## src/rtl/count_run_arbiter.sv

```systemverilog
// Round-robin arbiter/sequencer sharing one up-counter between two requesters.
// Each granted run counts 0..len-1, then pulses done to the winner for one cycle.
module count_run_arbiter #(
  parameter int unsigned WIDTH = 5
) (
  input  logic             clk,
  input  logic             reset,
  input  logic [1:0]       req,
  input  logic [WIDTH-1:0] len0,
  input  logic [WIDTH-1:0] len1,
  output logic [1:0]       gnt,
  output logic [1:0]       done,
  output logic             busy,
  output logic [WIDTH-1:0] cnt,
  output logic             half
);

  typedef enum logic [1:0] {StIdle, StRun, StDone} state_e;

  state_e           state_q, state_d;
  logic             win_q, win_d;
  logic             rr_q, rr_d;
  logic [WIDTH-1:0] len_q, len_d;
  logic [WIDTH-1:0] cnt_q, cnt_d;
  logic [1:0]       gnt_q, gnt_d;
  logic [1:0]       done_q, done_d;
  logic             busy_q, busy_d;
  logic             half_q, half_d;

  logic             pick;
  logic [WIDTH-1:0] pick_len;

  // A lone request wins outright; a tie goes to the requester the rr pointer names.
  always_comb begin
    pick     = (req == 2'b11) ? rr_q : req[1];
    pick_len = pick ? len1 : len0;
  end

  always_comb begin
    state_d = state_q;
    win_d   = win_q;
    rr_d    = rr_q;
    len_d   = len_q;
    cnt_d   = cnt_q;
    gnt_d   = gnt_q;
    done_d  = 2'b00;

    unique case (state_q)
      StIdle: begin
        cnt_d = '0;
        gnt_d = 2'b00;
        if (|req) begin
          win_d = pick;
          len_d = pick_len;
          if (pick_len != '0) begin
            state_d = StRun;
            gnt_d   = pick ? 2'b10 : 2'b01;
          end else begin
            state_d = StDone;
            done_d  = pick ? 2'b10 : 2'b01;
            rr_d    = ~pick;
          end
        end
      end
      StRun: begin
        if (!req[win_q]) begin
          // Abort: no done pulse, but fairness still hands priority over.
          state_d = StIdle;
          gnt_d   = 2'b00;
          cnt_d   = '0;
          rr_d    = ~win_q;
        end else if (cnt_q == len_q - WIDTH'(1)) begin
          state_d = StDone;
          gnt_d   = 2'b00;
          done_d  = win_q ? 2'b10 : 2'b01;
          rr_d    = ~win_q;
        end else begin
          cnt_d = cnt_q + WIDTH'(1);
        end
      end
      StDone: begin
        state_d = StIdle;
        gnt_d   = 2'b00;
        cnt_d   = '0;
      end
      default: begin
        state_d = StIdle;
        gnt_d   = 2'b00;
        cnt_d   = '0;
      end
    endcase

    busy_d = (state_d != StIdle);
    half_d = (state_d == StRun) && (cnt_d >= (len_d >> 1));
  end

  always_ff @(posedge clk) begin
    if (!reset) begin
      state_q <= StIdle;
      win_q   <= 1'b0;
      rr_q    <= 1'b0;
      len_q   <= '0;
      cnt_q   <= '0;
      gnt_q   <= 2'b00;
      done_q  <= 2'b00;
      busy_q  <= 1'b0;
      half_q  <= 1'b0;
    end else begin
      state_q <= state_d;
      win_q   <= win_d;
      rr_q    <= rr_d;
      len_q   <= len_d;
      cnt_q   <= cnt_d;
      gnt_q   <= gnt_d;
      done_q  <= done_d;
      busy_q  <= busy_d;
      half_q  <= half_d;
    end
  end

  assign gnt  = gnt_q;
  assign done = done_q;
  assign busy = busy_q;
  assign cnt  = cnt_q;
  assign half = half_q;

  a_gnt_onehot0 : assert property (@(posedge clk) disable iff (!reset) $onehot0(gnt));
  a_done_no_gnt : assert property (@(posedge clk) disable iff (!reset) !((|done) && (|gnt)));

endmodule

```

## config.mk

```make
export PLATFORM = sky130hd
export DESIGN_NAME = count_run_arbiter
export DESIGN_NICKNAME = d
export VERILOG_FILES = /design/src/rtl/count_run_arbiter.sv
export SDC_FILE = /design/constraint.sdc
export NUM_CORES = 1
export LEC_CHECK = 0
export ABC_CLOCK_PERIOD_IN_PS = 7550
export CELL_PAD_IN_SITES_DETAIL_PLACEMENT = 0
export CELL_PAD_IN_SITES_GLOBAL_PLACEMENT = 1
export CORE_MARGIN = 3
export CORE_UTILIZATION = 39
export DETAILED_ROUTE_END_ITERATION = 8
export GPL_ROUTABILITY_DRIVEN = 0
export HOLD_SLACK_MARGIN = 0.06
export PLACE_DENSITY = 0.82
export SLEW_MARGIN = 20
export SYNTH_ARGS = -nofsm -noshare
export SYNTH_HDL_FRONTEND = slang
export SYNTH_SLANG_ARGS = --single-unit
```

## constraint.sdc

```tcl
create_clock -name clk -period 7.55 [get_ports clk]
set_clock_uncertainty 0.05 [all_clocks]
set_input_delay 1.51 -clock clk [delete_from_list [all_inputs] [get_ports clk]]
set_output_delay 1.51 -clock clk [all_outputs]
set_load 0.02 [all_outputs]
```

==> flow_metrics.tcl, run 1 <==
set metrics [dict create \
    drt-vias-per-instance 5.47 \
    period_needed_ns 3.76 \
    rsz0062_at_grt "no" \
    cpPeakStageDelay_ns 0.51 \
    h-tree-depth 1 \
    first_iter_violations 42 \
    grt_pass1_vias 1054 \
    cts_tree "yes" \
    path_delay_family "compound AO/OA/AOI/OAI gates" \
    clock_latency_ns 0.30 \
    initial_core_util_pct 43.6 \
    clkSinkCount 20 \
    grt_overflow 0 \
    cts_buffers 3 \
    dr.pass1.iters 4 \
    fin_nets 181 \
    layout_commonest_cell "clkdlybuf4s50_1" \
    drive_gt1_share_pct 4.38 \
    switching_share_pct 26.7 \
    synth_cells 134 \
    ctsResizeCount 0 \
    wl_um 2690 \
    hold_class "flip-flop to flip-flop" \
    pwr_density_cell_mw_per_mm2 183 \
    synth-main-ff-cell "dfxtp_1" \
    fmax_ghz 0.266 \
    cts_max_path_buffers 2 \
    path_cells "clkdlybuf4s50_1 > inv_1 > o21ai_2 > mux2i_1 > o21ai_0 > ha_1 > nand2b_1 > a21o_1 > a21oi_1 > nor2b_1 > o31a_1" \
    drc 0 \
    grt_pass1_wl_um 4550 \
    ys_ff_latch 20 \
    relSlewSlack_pct 41.1 \
    post_cts_buffers 0 \
    pwr-share-seq_pct 43.9 \
    rows 18 \
    n_fill_cell 270 \
    clkPwrFrac_pct 32.9 \
    num_vias 1040 \
    yosysSeqAreaShare_pct 35.2 \
    die_y_um 60.0 \
    syn-num-nets 154 \
    p_int_uw 196 \
    combPwrFrac_pct 23.2 \
    slowest_stage "clkdlybuf4s50_1" \
    crit_fanout 9 \
    final.setup.tns_ns 0 \
    setup_viol 0 \
    io_pins 25 \
    critical_path_required_ns 7.71 \
    outcome "complete, no violations" \
    area_growth_pct 28.4 \
    hold_violations 0 \
    ys_warn_count 0 \
    track_usage_pct 16.9 \
    die_x_um 60.0 \
    crit_type "input pin to flip-flop" \
    ys_types 34 \
    worstMarginPinSlew_ns 0.883 \
    coreArea_mm2 0.00261 \
    io_buffers 24 \
    ff2ff_setup_slack_ns 4.21 \
    maxSlewViolCount 0 \
    final_cell_mix "24 x clkdlybuf4s50_1, 21 x nor2_1, 20 x dfxtp_1" \
    async_reset_ff_share_pct 0 \
    synth_edf_count 0 \
    finalCritPeriodShare_pct 49.8 \
    final_util_pct 55.9 \
    avgSynthCellArea_um2 8.50 \
    root_buffer "clkbuf_4" \
    syn_area_mm2 0.00114 \
    start_kind "input pin" \
    dieArea_mm2 0.00360 \
    peakVddDrop_mv 0.138 \
    crit_path_end_kind "flip-flop" \
    ant_nets 0 \
    path_buf_inv 2 \
    clk_pin_slew_ns 0.12 \
    antenna_found_initial 0 \
    power.leakage_uw 0.000583 \
    maxCapViolCount 0 \
    cts_hold_buf 0 \
    insertedDiodeCount 0 \
    routedWlPerCell_um 14.1 \
    crit_arrival_ns 3.92 \
    dp_hpwl_um 2180 \
    grt_max_degree 13 \
    switchingPower_uw 71.6 \
]
[area by class of cell]
class | count | area (um2) | area share [%]
Clock buffer | 3 | 22.5 | 1.54
Clock inverter | 1 | 30.0 | 2.05
Inverter | 3 | 11.3 | 0.771
Multi-Input combinational cell | 108 | 712 | 48.7
Sequential cell | 20 | 400 | 27.4
Tap cell | 30 | 37.5 | 2.57
Timing Repair Buffer | 25 | 248 | 17.0
[tightest hold or removal path, cell delays in order (launching register included)]
cell and delay, ns:
dfxtp_1 0.35, a21oi_1 0.06, nor2_1 0.08
[through the flow]
step	instances	power [uW]	hold slack (ns)	worst slack [ns]	cell area (um2)
after floorplan	134	160	0.468	4.21	1140
after global placement	186	181	0.439	3.56	1410
after detailed placement	186	183	0.443	3.45	1410
after CTS	190	271	0.477	3.80	1460
after global routing	190	283	0.549	3.66	1460
final	190	268	0.467	3.79	1460
[power groups by stage]
stage	registers [uW]	logic (uW)	clock network (uW)
floorplan	121	38.5	0
global placement	120	61.5	0
detailed placement	120	62.7	0
CTS	118	63.0	90.5
global route	119	69.8	94.8
finish	118	62.2	88.1
[layer usage]
metal  share of wire [%]  GRT usage [%]  vias to the layer above  routed length, um
met5                   0              0                        -                  0
met4                 1.2           7.59                        0                 33
met3                 4.1           3.24                        4                111
met2                  52           30.2                       22               1400
met1                  42           19.2                      493               1140
li1                    -              -                      521                  -
[state kept, by name, indices dropped and copies added, names as in the netlist]
| register | flops |
|---|---|
| gnt | 2 |
| cnt | 5 |
| busy | 1 |
| win_q | 1 |
| rr_q | 1 |
| len_q | 5 |
| done | 2 |
| half | 1 |
| state_q | 2 |
[synth_stat cells, types with 3 or more instances]
cell	instances	area share, %
a21oi_1	12	5.3
dfxtp_1	20	35
ha_1	6	6.6
inv_1	3	0.99
mux2i_1	9	7.9
nand2_1	7	2.3
nand2b_1	5	2.7
nor2_1	21	6.9
nor2b_1	11	6.0
o21ai_0	4	1.8
xnor2_1	6	4.6
[cells by family after synthesis]
| family | count (synthesis) | share of synthesized area (%) |
|---|---|---|
| compound gates | 29 | 16.9 |
| xor+xnor | 8 | 6.15 |
| fa+ha+maj | 6 | 6.59 |
| buf+inv | 6 | 2.31 |
| flops | 20 | 35.2 |
| mux | 9 | 7.91 |
| simple gates | 56 | 24.9 |
[final timing paths]
kind / from / endpoint / cells after the start
min: gnt[0] / gnt[0] / 2
max: req[0] / half / 11
max reg2reg: len_q[0] / half / 12
min reg2reg: gnt[0] / gnt[0] / 2
(Power assumes the default switching activity.)
==> run 2, diff against run 1 <==
--- a/config.mk
+++ b/config.mk
@@ -5,15 +5,15 @@
 export SDC_FILE = /design/constraint.sdc
 export NUM_CORES = 1
 export LEC_CHECK = 0
-export ABC_CLOCK_PERIOD_IN_PS = 7550
+export ABC_CLOCK_PERIOD_IN_PS = 3700
 export CELL_PAD_IN_SITES_DETAIL_PLACEMENT = 0
 export CELL_PAD_IN_SITES_GLOBAL_PLACEMENT = 1
 export CORE_MARGIN = 3
-export CORE_UTILIZATION = 39
+export CORE_UTILIZATION = 36
 export DETAILED_ROUTE_END_ITERATION = 8
 export GPL_ROUTABILITY_DRIVEN = 0
 export HOLD_SLACK_MARGIN = 0.06
-export PLACE_DENSITY = 0.82
+export PLACE_DENSITY = 0.76
 export SLEW_MARGIN = 20
 export SYNTH_ARGS = -nofsm -noshare
 export SYNTH_HDL_FRONTEND = slang
==> constraint.sdc (replaced) <==
create_clock -name clk -period 3.7 [get_ports clk]
set_clock_uncertainty 0.05 [all_clocks]
set_input_delay 0.74 -clock clk [delete_from_list [all_inputs] [get_ports clk]]
set_output_delay 0.74 -clock clk [all_outputs]
set_load 0.02 [all_outputs]
==> run 2 against run 1 <==
  * Sequential share of layout area is 0.55 points lower
  * Hold slack worse by 0.00062 ns
  * Sequential power is 100% higher
  * Routed wire length is 0.67% lower
  * Via count is 0.96% lower
  * Cell area is 2.1% higher
  * First-iteration DRC count is 9.5% higher
==> flow_metrics.tcl, run 2 (same netlist as run 1, synthesis figures left out) <==
set metrics [dict create \
    pwr_density_cell_mw_per_mm2 370 \
    start_kind "flip-flop" \
    first_iter_violations 46 \
    initial_core_util_pct 39.6 \
    dp_slack_ns 0.611 \
    drive_gt1_share_pct 5.56 \
    grt_max_degree 13 \
    cts_buffers 3 \
    crit_fanout 7 \
    hold_class "flip-flop to flip-flop" \
    cts_hold_buf 0 \
    crit_path_end_kind "flip-flop" \
    rows 19 \
    outcome "complete, no violations" \
    placedInstanceArea_mm2 0.00144 \
    ctsResizeCount 0 \
    io_pins 25 \
    ant_nets 0 \
    coreArea_mm2 0.00288 \
    routedWlPerCell_um 13.1 \
    cts_tree "yes" \
    hold_violations 0 \
    post_cts_buffers 0 \
    num_vias 1030 \
    worstMarginPinSlew_ns 0.558 \
    dr.pass1.iters 4 \
    maxCapViolCount 0 \
    n_fill_cell 282 \
    crit_type "flip-flop to flip-flop" \
    io_buffers 24 \
    h-tree-depth 1 \
    root_buffer "clkbuf_4" \
    grt_overflow 0 \
    dp_hpwl_um 2090 \
    drc 0 \
    dieArea_mm2 0.00387 \
    startpoint "len_q[0]" \
    drt-vias-per-instance 5.05 \
    crit_arrival_ns 3.21 \
    grt_pass1_wl_um 4490 \
    cts_max_path_buffers 2 \
    setup_viol 0 \
    power.leakage_uw 0.000593 \
    track_usage_pct 14.2 \
    min_from "gnt[0]" \
    fin_ws_ns 0.646 \
    fin_nets 183 \
    fmax_ghz 0.327 \
    die_y_um 62.2 \
    fin_area_mm2 0.00149 \
    clk_pin_slew_ns 0.13 \
    period_needed_ns 3.05 \
    final_cell_mix "24 x clkdlybuf4s50_1, 21 x nor2_1, 20 x dfxtp_1" \
    rsz0062_at_grt "no" \
    peakVddDrop_mv 0.163 \
    finalCritPeriodShare_pct 82.5 \
    wl_um 2670 \
    antenna_found_initial 0 \
    clock_latency_ns 0.30 \
    clkSinkCount 20 \
    ff2ff_setup_slack_ns 0.65 \
    layout_commonest_cell "clkdlybuf4s50_1" \
    worstReg2RegStart "len_q[0]" \
    area_growth_pct 31.0 \
    grt_pass1_vias 1022 \
    maxSlewViolCount 0 \
    die_x_um 62.2 \
    insertedDiodeCount 0 \
    relSlewSlack_pct 62.8 \
    critical_path_required_ns 3.86 \
    final.setup.tns_ns 0 \
]
[run 2: critical path, cell delays in order, from the launching register on]
cell and delay [ns]:
dfxtp_1 0.42, inv_1 0.06, ha_1 0.21, or3_1 0.38, a311oi_2 0.55, xnor2_1 0.21, nand2_1 0.08, ha_1 0.27
nand2b_1 0.14, a21o_1 0.17, a21oi_1 0.14, nor2b_1 0.06, o31a_1 0.23
[run 2: layer usage]
metal / vias up / track usage [%] / share of wire (%)
li1: 531 / - / -
met1: 472 / 17.2 / 49
met2: 25 / 25.4 / 47
met3: 2 / 2.16 / 3.7
met4: 0 / 4.97 / 0.67
met5: - / 0 / 0
[run 2: worst paths after layout]
| path | end | cells past startpoint |
|---|---|---|
| worst min register to register | gnt[0] | 2 |
| worst max register to register | half | 12 |
| worst min-delay path | gnt[0] | 2 |
| worst max-delay path | half | 12 |
[run 2: through the flow]
stage | std cells | total power, uW | hold WS, ns | utilization, %
after floorplan | 134 | 327 | 0.468 | -
after global placement | 200 | 372 | 0.441 | 50.0
after detailed placement | 200 | 374 | 0.445 | 50.0
after CTS | 204 | 559 | 0.482 | 51.8
after global routing | 204 | 581 | 0.556 | 51.8
final | 204 | 552 | 0.466 | 51.8
[run 2: final cells by class]
type / count / area, um2 / share of cell area [%]
repair buffers: 27 / 263 / 17.6
clock inverters: 1 / 30.0 / 2.01
flip-flops and latches: 20 / 400 / 26.8
multi-input cells: 108 / 712 / 47.7
well taps: 42 / 52.6 / 3.52
inverters: 3 / 11.3 / 0.755
clock buffers: 3 / 22.5 / 1.51
[run 2: where the power goes]
| group | leakage [uW] | switching, uW | total, uW | internal, uW |
|---|---|---|---|---|
| clock network | 0.0000279 | 74.8 | 184 | 109 |
| logic | 0.000401 | 64.9 | 129 | 63.9 |
| registers | 0.000164 | 10.7 | 239 | 229 |
==> RTL change 1 (config.mk and constraints of run 2) <==
Re-encode `state_e` (3 states) as one-hot, 3 bits wide.
--- a/src/rtl/count_run_arbiter.sv
+++ b/src/rtl/count_run_arbiter.sv
@@ -15,7 +15,7 @@
   output logic             half
 );
 
-  typedef enum logic [1:0] {StIdle, StRun, StDone} state_e;
+  typedef enum logic [2:0] {StIdle = 3'b001, StRun = 3'b010, StDone = 3'b100} state_e;
 
   state_e           state_q, state_d;
   logic             win_q, win_d;
Function: same outputs for any inputs over 10 cycles, from zero or initial values and one cycle with reset low; not proved beyond that.
==> RTL change 1 against run 2 <==
  * Power decreased by 1.3%
  * Sequential cell count increased by 1
  * Design area increased by 6.5%
  * Critical path depth increased by 1
  * Hold slack got worse by 0.034 ns
  * Worst setup slack got worse by 0.096 ns
  * Count of clock-buffer cells in the layout unchanged
  * Wire length increased by 9.6%
  * Synthesized area increased by 11%
  * Highest routed layer unchanged
==> RTL change 1: results (changes against run 2) <==
hold_ws = 0.432 ns (was 0.466 ns)
clock root buffer = clkbuf_4 (unchanged)
Comb. pwr = 0.175 mW (was 0.129 mW)
maximum VDD drop = 0.166 mV (was 0.163 mV)
Cell variety after synth = 42 (was 34)
worst hold path class = flop to flop (unchanged)
CP startpoint = len_q[0] (unchanged)
# resized after CTS = 0 (unchanged)
IO buf count = 24 (unchanged)
drt pass-1 iters = 4 (unchanged)
FF-to-FF setup slack = 0.55 ns (was 0.65 ns)
asr flop ratio synth = 0% (unchanged)
met2 WL = 1260 microns (was 1250 microns)
vias in the first global route = 1033 (was 1022)
GR Util All Layers = 14.5% (was 14.2%)
top sig layer = met4 (unchanged)
Max clock buf depth = 2 (unchanged)
Worst-Skew Late Latency = 0.30 ns (about the same)
Hold Path Origin = rr_q (was gnt[0])
met3 global-route usage = 3.76% (was 2.16%)
Clock transition at path regs = 0.11 ns (was 0.13 ns)
largest net degree at the start of global routing = 19 (was 13)
Initial DRC Count = 67 (was 46)
ant diodes = 0 (unchanged)
met3 WL = 136 microns (was 99 microns)
TritonCTS Buffers = 3 (unchanged)
crit path max fanout = 12 (was 7)
Final HPWL DP = 2310 microns (was 2090 microns)
internal power = 0.371 mW (was 0.402 mW)
routing usage on met1 = 20.6% (was 17.2%)
WL met1 = 1510 microns (was 1310 microns)
Flop pwr share = 47.8% (was 43.3%)
Slew @ Worst Pin = 0.650 ns (was 0.558 ns)
leak pwr = 0.653 nW (was 0.593 nW)
crit path DAT = 3.30 ns (was 3.21 ns)
met2 Use GR = 22.6% (was 25.4%)
syn_nets = 164 (was 154)
Yosys warning total = 0 (unchanged)
Setup Buffers After CTS = 0 (unchanged)
first-pass GRT wire length = 4820 microns (was 4490 microns)
CTS H-tree lvls = 1 (unchanged)
top post-synthesis cells by area = dfxtp_1, ha_1, mux2i_1, nand2_1, o21ai_0 (was dfxtp_1, mux2i_1, nor2_1, ha_1, nor2b_1)
Commonest cells post-synth = dfxtp_1, nand2_1, o21ai_0 (was nor2_1, dfxtp_1, a21oi_1)
DR vias = 1142 (was 1030)
antenna violations before repair = 0 (unchanged)
WL final = 2930 microns (was 2670 microns)
share of cells above drive strength 1 = 6.40% (was 5.56%)
sequential share of the synthesized area = 33.4% (was 35.2%)
status = finished, final reports clean (unchanged)
nets@finish = 193 (was 183)
[RTL change 1: area by class of cell]
class	instances	area (sq um)
Timing Repair Buffer	28	270
Fill cell	345	1610
Clock inverter	1	5.00
Sequential cell	21	420
Inverter	6	22.5
Multi-Input combinational cell	113	793
Tap cell	44	55.1
Clock buffer	3	22.5
[RTL change 1: path summary, 6_finish.rpt]
| check | depth (start not counted) | endpoint |
|---|---|---|
| worst max-delay path | 13 | half |
| worst min-delay path | 2 | rr_q |
| worst max register to register | 13 | half |
| worst min register to register | 2 | rr_q |
[RTL change 1: worst max-delay path, cell delays in order (launching register included)]
cell,delay (ns)
dfxtp_1,0.39
inv_1,0.07
ha_1,0.22
or3_4,0.40
a311oi_2,0.26
buf_4,0.22
xnor2_1,0.15
nand2_1,0.08
ha_1,0.28
nand2b_1,0.14
a21o_1,0.17
a21o_1,0.17
a21o_1,0.17
o311a_1,0.27
[RTL change 1: cells by family after synthesis]
family,synth area share [%]
buffers and inverters,3.58
and+or+nand+nor,24.7
adders and majority gates,5.96
xor gates and xnor gates,4.87
AOI/OAI and AO/OA,21.0
muxes,6.46
DFF,33.4
[RTL change 1: per-stage QoR]
| stage | util, % | instance area (sq um) | power (mW) | cells | setup WS (ns) |
|---|---|---|---|---|---|
| final | 49.6 | 1590 | 0.545 | 216 | 0.550 |
| after detailed placement | 48.8 | 1560 | 0.442 | 212 | 0.399 |
| after floorplan | - | 1260 | 0.382 | 144 | 0.682 |
| after global routing | 49.6 | 1590 | 0.591 | 216 | 0.388 |
| after CTS | 49.6 | 1590 | 0.556 | 216 | 0.547 |
| after global placement | 48.8 | 1560 | 0.437 | 212 | 0.449 |
==> RTL change 2 (settings of run 2) <==
Without the edit above. The parameter `WIDTH` goes from 5 to 4.
--- a/src/rtl/count_run_arbiter.sv
+++ b/src/rtl/count_run_arbiter.sv
@@ -1,7 +1,7 @@
 // Round-robin arbiter/sequencer sharing one up-counter between two requesters.
 // Each granted run counts 0..len-1, then pulses done to the winner for one cycle.
 module count_run_arbiter #(
-  parameter int unsigned WIDTH = 5
+  parameter int unsigned WIDTH = 4
 ) (
   input  logic             clk,
   input  logic             reset,
Interface: changed (resized cnt, len0 and len1); port bits go from 25 to 22. No check against the original RTL was run, so the function may have changed too.
==> RTL change 2 against run 2 <==
  * Largest cell class unchanged
  * Count of clock-buffer cells in the layout is the same
  * Design area shrank 11%
  * Synthesized area shrank 7.1%
  * Critical path type unchanged
  * Sequential cell count shrank 2
  * Combinational power grew 30%
  * Power shrank 11%
  * Wire length shrank 8.2%
  * Worst setup slack gained 0.031 ns
==> RTL change 2: results (changes against run 2) <==
status = finished, final reports clean (unchanged)
CTS H-tree lvls = 1 (unchanged)
TritonCTS Buffers = 3 (unchanged)
Mapped Avg Cell Area = 8.60 sq um (was 8.50 sq um)
Fill cells = 304 (was 282)
crit path DAT = 3.15 ns (was 3.21 ns)
ant diodes = 0 (unchanged)
Final HPWL DP = 1990 microns (was 2090 microns)
syn_nets = 140 (was 154)
largest net degree at the start of global routing = 11 (was 13)
GR Util All Layers = 14.9% (was 14.2%)
top post-synthesis cells by area = dfxtp_1, nor2_1, ha_1, nand2_1, a21oi_1 (was dfxtp_1, mux2i_1, nor2_1, ha_1, nor2b_1)
WL final = 2450 microns (was 2670 microns)
nets@finish = 165 (was 183)
Clock transition at path regs = 0.11 ns (was 0.13 ns)
Cell variety after synth = 36 (was 34)
fin cells = 177 (was 204)
share of cells above drive strength 1 = 6.85% (was 5.56%)
CP startpoint = len_q[0] (unchanged)
sequential share of the synthesized area = 34.1% (was 35.2%)
DR vias = 956 (was 1030)
maximum VDD drop = 0.210 mV (was 0.163 mV)
Setup Buffers After CTS = 0 (unchanged)
IO buf count = 21 (was 24)
vias in the first global route = 897 (was 1022)
Worst slew margin = 69.9% (was 62.8%)
first-pass GRT wire length = 4050 microns (was 4490 microns)
asr flop ratio synth = 0% (unchanged)
antenna violations before repair = 0 (unchanged)
Final setup viols = 0 (unchanged)
leak pwr = 0.531 nW (was 0.593 nW)
crit path max fanout = 10 (was 7)
Initial DRC Count = 22 (was 46)
Commonest cells post-synth = dfxtp_1, nor2_1, nand2_1 (was nor2_1, dfxtp_1, a21oi_1)
-- RTL change 2: critical path: stages (launching register included) --
cell	delay, ns
dfxtp_1	0.43
inv_1	0.06
ha_1	0.24
xor3_1	0.35
or3_4	0.45
nor2_8	0.18
xnor2_1	0.16
nand2_1	0.08
ha_1	0.26
nand2b_1	0.14
a21oi_1	0.14
nor2b_1	0.06
a311oi_1	0.25
a21oi_1	0.07
-- RTL change 2: kinds of logic after synthesis --
| kind of cell | count (synthesis) | synth area share [%] |
|---|---|---|
| AO/OA/AOI/OAI | 27 | 16.4 |
| XOR/XNOR | 9 | 10.7 |
| adder cells (fa/ha/maj) | 5 | 5.92 |
| buffers and inverters | 6 | 2.25 |
| flip-flops | 18 | 34.1 |
| multiplexers | 3 | 2.84 |
| AND/OR/NAND/NOR | 55 | 27.8 |
-- RTL change 2: cell type report --
class                      instances  share of cell area (%)
timing repair buffer              22                    16.4
tap                               31                    2.92
multi-input combinational         99                    50.7
clock buffer                       3                    1.70
inverter                           4                    1.13
sequential                        18                    27.1
-- RTL change 2: final timing paths --
check             endpoint  slack, ns  depth (start not counted)
setup / recovery      half       0.68                         13
hold / removal      gnt[0]       0.46                          2
setup reg to reg      half       0.68                         13
hold reg to reg     gnt[0]       0.46                          2
-- RTL change 2: power by group --
| part | internal [mW] | switching [mW] | total (mW) |
|---|---|---|---|
| clock network | 0.0379 | 0.0626 | 0.100 |
| registers | 0.210 | 0.0150 | 0.225 |
| logic | 0.0806 | 0.0873 | 0.168 |
-- RTL change 2: routing by layer --
metal  vias up  share of wire (%)  track usage, %
met5         -                  0               0
met4         0               0.65            5.70
met3         2                3.6            2.38
met2        14                 46            23.1
met1       452                 49            20.6
li1        488                  -               -
-- RTL change 2: metrics by stage --
stage / utilization, % / setup slack [ns] / power [mW] / area [sq um]
6_report: 47.7 / 0.678 / 0.493 / 1330
5_1_grt: 47.7 / 0.479 / 0.523 / 1330
4_1_cts: 47.7 / 0.654 / 0.499 / 1330
3_5_place_dp: 46.9 / 0.578 / 0.398 / 1310
3_3_place_gp: 46.9 / 0.651 / 0.397 / 1310
2_1_floorplan: - / 0.917 / 0.348 / 1060
